**config.mk**
```make
export PLATFORM = sky130hd
export DESIGN_NAME = gps_sample_packer
export DESIGN_NICKNAME = d
export VERILOG_FILES = /design/src/rtl/gps_pkg.sv /design/src/rtl/gps_word_fifo.sv /design/src/rtl/gps_sample_packer.sv
export SDC_FILE = /design/constraint.sdc
export NUM_CORES = 1
export LEC_CHECK = 0
export CORE_UTILIZATION = 46
export CTS_CLUSTER_DIAMETER = 80
export CTS_CLUSTER_SIZE = 40
export DETAILED_ROUTE_END_ITERATION = 8
export GPL_ROUTABILITY_DRIVEN = 1
export GPL_TIMING_DRIVEN = 0
export SETUP_SLACK_MARGIN = 0.2
export SYNTH_ARGS = -nofsm -noshare
export SYNTH_HDL_FRONTEND = slang
export SYNTH_SLANG_ARGS = --single-unit
```
**constraint.sdc**
```tcl
create_clock -name clk -period 6.2 [get_ports clk]
set_input_delay 0.62 -clock clk [delete_from_list [all_inputs] [get_ports clk]]
set_output_delay 0.62 -clock clk [all_outputs]
set_load 0.005 [all_outputs]
```
**src/rtl/gps_pkg.sv**
```systemverilog
// Shared sample and word types for the GPS capture path.
package gps_pkg;

    typedef logic [2:0] gps_iq3_t;

    typedef struct packed {
        gps_iq3_t imag;
        gps_iq3_t real_v;
    } gps_iq_sample_t;

    localparam int SAMPLES_PER_WORD = 5;
    localparam int PACK_WORD_W      = 32;
    localparam int SEQ_W            = 2;
    localparam int SAMPLE_W         = $bits(gps_iq_sample_t);
    localparam int PART_W           = (SAMPLES_PER_WORD - 1) * SAMPLE_W;

    // Assemble {seq, last sample, earlier samples} into one packed word.
    function automatic logic [PACK_WORD_W-1:0] pack_word(input logic [SEQ_W-1:0] seq,
                                                         input gps_iq_sample_t last,
                                                         input logic [PART_W-1:0] part);
        return {seq, last, part};
    endfunction

endpackage

```
**src/rtl/gps_word_fifo.sv**
```systemverilog
// Synchronous first-word-fall-through FIFO; head word is visible whenever not empty.
module gps_word_fifo #(
    parameter int WIDTH = 32,
    parameter int DEPTH = 16
) (
    input  logic                       clk,
    input  logic                       rst,
    input  logic                       push,
    input  logic [WIDTH-1:0]           push_data,
    output logic                       full,
    input  logic                       pop,
    output logic [WIDTH-1:0]           pop_data,
    output logic                       empty,
    output logic [$clog2(DEPTH):0]     count
);

    localparam int AW = $clog2(DEPTH);

    logic [WIDTH-1:0] mem_q [DEPTH];
    logic [AW-1:0]    wr_ptr_q, wr_ptr_d;
    logic [AW-1:0]    rd_ptr_q, rd_ptr_d;
    logic [AW:0]      count_q, count_d;
    logic             do_push, do_pop;

    assign empty   = (count_q == '0);
    assign full    = (count_q == (AW+1)'(DEPTH));
    assign do_pop  = pop && !empty;
    // A pop in the same cycle frees the slot, so a push into a full FIFO still lands.
    assign do_push = push && (!full || do_pop);

    always_comb begin
        wr_ptr_d = wr_ptr_q;
        rd_ptr_d = rd_ptr_q;
        count_d  = count_q;
        if (do_push) begin
            wr_ptr_d = wr_ptr_q + AW'(1);
        end
        if (do_pop) begin
            rd_ptr_d = rd_ptr_q + AW'(1);
        end
        unique case ({do_push, do_pop})
            2'b10:   count_d = count_q + (AW+1)'(1);
            2'b01:   count_d = count_q - (AW+1)'(1);
            default: count_d = count_q;
        endcase
    end

    always_ff @(posedge clk) begin
        if (rst) begin
            wr_ptr_q <= '0;
            rd_ptr_q <= '0;
            count_q  <= '0;
        end else begin
            wr_ptr_q <= wr_ptr_d;
            rd_ptr_q <= rd_ptr_d;
            count_q  <= count_d;
        end
    end

    always_ff @(posedge clk) begin
        if (do_push) begin
            mem_q[wr_ptr_q] <= push_data;
        end
    end

    assign pop_data = empty ? '0 : mem_q[rd_ptr_q];
    assign count    = count_q;

endmodule

```
**src/rtl/gps_sample_packer.sv**
```systemverilog
// Decimates 3-bit I/Q samples, packs five per 32-bit word with a sequence tag, and buffers them.
// Define GPS_PACKER_STATS_EN to implement the saturating dropped-word counter.
module gps_sample_packer
    import gps_pkg::*;
#(
    parameter int DECIM      = 1,
    parameter int FIFO_DEPTH = 16
) (
    input  logic                          clk,
    input  logic                          rst,
    input  logic                          enable,
    input  logic [2:0]                    real_in,
    input  logic [2:0]                    imag_in,
    output logic [31:0]                   m_data,
    output logic                          m_valid,
    input  logic                          m_ready,
    output logic [$clog2(FIFO_DEPTH):0]   fill_level,
    output logic                          overflow,
    input  logic                          overflow_clr,
    output logic [15:0]                   dropped_cnt
);

    localparam int DW = (DECIM > 1) ? $clog2(DECIM) : 1;
    localparam logic [2:0] LAST_SLOT = 3'(SAMPLES_PER_WORD - 1);

    gps_iq_sample_t         sample;
    logic [DW-1:0]          decim_cnt_q, decim_cnt_d;
    logic [2:0]             slot_q, slot_d;
    logic [SEQ_W-1:0]       seq_q, seq_d;
    logic [PART_W-1:0]      part_q, part_d;
    logic [PACK_WORD_W-1:0] word_q, word_d;
    logic                   push_q, push_d;
    logic                   overflow_q, overflow_d;
    logic                   keep;
    logic                   fifo_full, fifo_empty, fifo_pop, drop;

    assign sample = {imag_in, real_in};

    always_comb begin
        decim_cnt_d = decim_cnt_q;
        slot_d      = slot_q;
        seq_d       = seq_q;
        part_d      = part_q;
        word_d      = word_q;
        push_d      = 1'b0;
        keep        = 1'b0;
        if (!enable) begin
            // Partial word is abandoned; seq and the FIFO are left alone.
            decim_cnt_d = '0;
            slot_d      = '0;
        end else begin
            keep        = (decim_cnt_q == '0);
            decim_cnt_d = (decim_cnt_q == DW'(DECIM - 1)) ? '0 : decim_cnt_q + DW'(1);
            if (keep) begin
                if (slot_q == LAST_SLOT) begin
                    word_d = pack_word(seq_q, sample, part_q);
                    push_d = 1'b1;
                    slot_d = '0;
                    seq_d  = seq_q + SEQ_W'(1);
                end else begin
                    part_d[int'(slot_q) * SAMPLE_W +: SAMPLE_W] = sample;
                    slot_d = slot_q + 3'd1;
                end
            end
        end
    end

    assign fifo_pop = m_valid && m_ready;
    assign drop     = push_q && fifo_full && !fifo_pop;

    always_comb begin
        overflow_d = overflow_q;
        if (drop) begin
            overflow_d = 1'b1;
        end else if (overflow_clr) begin
            overflow_d = 1'b0;
        end
    end

    always_ff @(posedge clk) begin
        if (rst) begin
            decim_cnt_q <= '0;
            slot_q      <= '0;
            seq_q       <= '0;
            part_q      <= '0;
            word_q      <= '0;
            push_q      <= 1'b0;
            overflow_q  <= 1'b0;
        end else begin
            decim_cnt_q <= decim_cnt_d;
            slot_q      <= slot_d;
            seq_q       <= seq_d;
            part_q      <= part_d;
            word_q      <= word_d;
            push_q      <= push_d;
            overflow_q  <= overflow_d;
        end
    end

`ifdef GPS_PACKER_STATS_EN
    logic [15:0] dropped_q, dropped_d;

    always_comb begin
        dropped_d = dropped_q;
        if (drop && (dropped_q != 16'hFFFF)) begin
            dropped_d = dropped_q + 16'd1;
        end
    end

    always_ff @(posedge clk) begin
        if (rst) begin
            dropped_q <= '0;
        end else begin
            dropped_q <= dropped_d;
        end
    end

    assign dropped_cnt = dropped_q;
`else
    assign dropped_cnt = 16'h0;
`endif

    gps_word_fifo #(
        .WIDTH (PACK_WORD_W),
        .DEPTH (FIFO_DEPTH)
    ) u_fifo (
        .clk       (clk),
        .rst       (rst),
        .push      (push_q),
        .push_data (word_q),
        .full      (fifo_full),
        .pop       (fifo_pop),
        .pop_data  (m_data),
        .empty     (fifo_empty),
        .count     (fill_level)
    );

    assign m_valid  = !fifo_empty;
    assign overflow = overflow_q;

endmodule

```
==> impl_metrics.json <==
{
  "status": "finished clean",
  "cts_setup_buffers": 0,
  "die_width_um": 228.6,
  "p_per_area_mw_per_mm2": 255.8,
  "route.antenna.remaining_nets": 0,
  "slew_violations": 0,
  "cts_root_buffer": "clkbuf_16",
  "dr_total_vias": 12020,
  "fin_crit_sh_pct": 74.33,
  "mappedNetlistArea_mm2": 0.02362,
  "cts_tree": "yes",
  "relSlewSlack_pct": 34.18,
  "critPathLaunchType": "register",
  "drtPass1Iterations": 5,
  "path_cells": "clkbuf_1, clkbuf_1, mux4_2, mux4_2, and2_1, clkdlybuf4s50_1",
  "post_synthesis_area_per_instance_um2": 18.70,
  "coreArea_mm2": 0.05038,
  "placementRows": 82,
  "number_of_synthesized_flops_with_an_enable_pin": 512,
  "drv.max_cap_violation_count": 0,
  "postSynth.topFlopCell": "edfxtp_1",
  "ys_warn_count": 0,
  "cts_max_path_buffers": 3,
  "cts-buffers-inserted": 28,
  "filler_cells_inserted": 4028,
  "globalRouteTotalUtil_pct": 21.46,
  "kind_of_cell_adding_the_most_delay_to_the_critical_path": "buffers and inverters",
  "worst_path_clk_slew_ps": 120,
  "path_buf_inv": 3,
  "detail_route.iter0.violations": 1227,
  "postSynth.asyncResetShare_pct": 0,
  "leakage_power_of_the_design_nw": 8.236,
  "globalRouteOverflowTotal": 0,
  "synth_sequential_area_ratio_pct": 71.96,
  "grt_pass1_vias": 12100,
  "area_fraction_of_the_dominant_cell_type_after_synthesis_pct": 65.10,
  "cp_max_fo": 10,
  "num-nets-final": 1424,
  "hpwlAfterDp_um": 36830,
  "cts_max_level": 1,
  "die_area_mm2": 0.05225,
  "layout-drive-gt1-share_pct": 23.01,
  "finalWorstPathRequiredPeriod_ps": 4609,
  "cts.sinks": 593,
  "synth_seq_cells": 593,
  "clock_latency_ps": 630,
  "p_total_mw": 6.815,
  "grt_antenna_before_repair": 0,
  "wl_per_cell_um": 26.43,
  "cts_hold_buffers": 0,
  "yosysTopAreaCell": "edfxtp_1",
  "synth.area.top_cells": "edfxtp_1 (65%), mux4_2 (15%), dfxtp_1 (6.9%)",
  "criticalPathCategory": "reg -> out",
  "final_hold_viol_count": 0,
  "floorplan.die.height_um": 228.6,
  "vias_per_cell": 5.752,
  "cp_data_required_time_ps": 5580,
  "antenna_cells_inserted": 0,
  "crit_slowest_cell": "clkbuf_1",
  "cpPeakStageDelay_ps": 760,
  "worstSetupEndpointType": "output pin",
  "finalSetupViolations": 0,
  "crit_arrival_ps": 3990,
  "grt_max_degree": 38,
  "place_congestion": 0.8827,
  "classification_of_the_worst_slack_hold_path": "in -> reg",
  "unrepaired_setup_endpoints_after_global_routing": "false",
  "route.detailed.drc": 0,
  "grt_pass1_wl_um": 81490,
  "io_buffer_count": 48,
  "area_growth_syn_to_layout_pct": 12.83,
  "drt-total-wl_um": 55220,
  "postLayoutCoreUtil_pct": 52.90,
  "post_cts.resized_instances": 0,
  "clock.fmax_mhz": 217.0,
  "synth_cells": 1263,
  "worst_clock_skew_ps": 51.65,
  "ys_types": 63,
  "vdd_ir_drop_max_uv": 239.6,
  "initial_utilization_pct": 46.88,
  "num_io_pins": 66,
  "worstMarginPinSlew_ps": 987.3
}
-- synth_stat cells (3+ instances only) --
master,n
mux2_2,4
xor2_1,7
nand2b_1,6
xnor2_1,7
nor2_1,48
a311oi_1,5
nand2_1,87
nand3_1,13
nor2b_1,6
mux2i_1,16
dfxtp_1,81
buf_2,12
mux4_2,160
o211ai_1,4
ha_1,15
clkbuf_1,37
buf_6,3
o21ai_0,6
nand3b_1,4
inv_1,19
buf_1,5
nor4_1,5
and2_1,37
a22o_1,3
a22oi_1,3
and3_1,9
a32o_1,3
nand4_1,3
a222oi_1,4
a31oi_1,6
buf_4,28
nor3_1,12
a21oi_1,57
edfxtp_1,512
-- where the power goes --
| part | internal, mW | total (mW) | switching [mW] | leakage, nW |
|---|---|---|---|---|
| logic | 0.0326 | 0.0902 | 0.0576 | 2.37 |
| registers | 4.27 | 4.27 | 0.00283 | 5.35 |
| clock network | 0.998 | 2.46 | 1.46 | 0.523 |
| total | 5.30 | 6.82 | 1.52 | 8.24 |
-- through the flow --
stage / setup slack, ps / TNS, ps / hold WS [ps] / std cells / instance area [µm²]
3_5_place_dp: 2118 / 0 / 448.6 / 2038 / 25540
2_1_floorplan: 1278 / 0 / 427.4 / 1279 / 23680
4_1_cts: 1584 / 0 / 412.3 / 2089 / 26650
5_1_grt: 1529 / 0 / 453.4 / 2089 / 26650
3_3_place_gp: -4207 / -529060 / 446.7 / 1999 / 25000
6_report: 1591 / 0 / 440.9 / 2089 / 26650
-- logic make-up (layout without fill, tap and decap cells) --
group / Yosys count / after routing / share of synthesized area [%]
flip-flops: 593 / 593 / 71.96
AND/OR/NAND/NOR: 243 / 243 / 5.006
multiplexers: 180 / 180 / 16.13
AO/OA/AOI/OAI: 109 / 109 / 3.062
buffers and inverters: 105 / 243 / 2.273
adder cells (fa/ha/maj): 17 / 17 / 0.9642
XOR/XNOR: 15 / 15 / 0.5881
other: 1 / 17 / 0.01588
-- sequential cells by signal, indices dropped and copies added, names as in the netlist, named ones only --
name / cells
decim_cnt_q: 1
overflow: 1
part_q: 24
push_q: 1
seq_q: 2
slot_q: 3
u_fifo.count: 5
u_fifo.mem_q: 512
u_fifo.rd_ptr_q: 4
u_fifo.wr_ptr_q: 4
word_q: 32
-- layout by cell type (no fill, tap or decap), types with 33 or more instances in the layout --
cell type	instances
nand2_1	87
nor2_1	44
clkdlybuf4s50_1	48
a21oi_1	57
buf_4	55
mux4_2	160
and2_1	33
edfxtp_1	512
clkbuf_1	37
dfxtp_1	81
-- worst register-to-register path: stages (launching register included) --
cell       delay (ps)
dfxtp_1           530
ha_1              440
fa_1              590
nand2b_1          220
nor2_1            110
ha_1              270
nand3b_1          230
a21oi_1           400
o2111ai_1         320
or3b_1            480
a21oi_1           140
-- routing by layer --
layer  routed length (µm)  vias up  share of wire [%]  GRT usage [%]
li1                     -     5257                  -              -
met1                25030     6391                 45          31.97
met2                26240      309                 48          34.15
met3                 2581       59                4.7          2.183
met4                 1368        0                2.5          5.306
met5                    0        -                  0              0
-- layout make-up --
cell class / count / area, µm² / area share (%)
timing repair buffer: 87 / 953.4 / 3.578
inverter: 20 / 75.07 / 0.2817
clock inverter: 21 / 371.6 / 1.394
multi-input combinational: 581 / 6210 / 23.30
buffer: 85 / 461.7 / 1.733
clock buffer: 30 / 739.5 / 2.775
tap: 672 / 840.8 / 3.155
sequential: 593 / 17000 / 63.78
-- worst paths after layout --
path	to	start	slack [ps]	cells past startpoint
worst max-delay path	m_data[2]	register	1590	6
worst max register to register	part_q[16]	slot_q[0]	2390	10
worst min-delay path	word_q[24]	real_in[0]	440	3
worst min register to register	part_q[16]	part_q[16]	470	2
(Power assumes the default switching activity.)
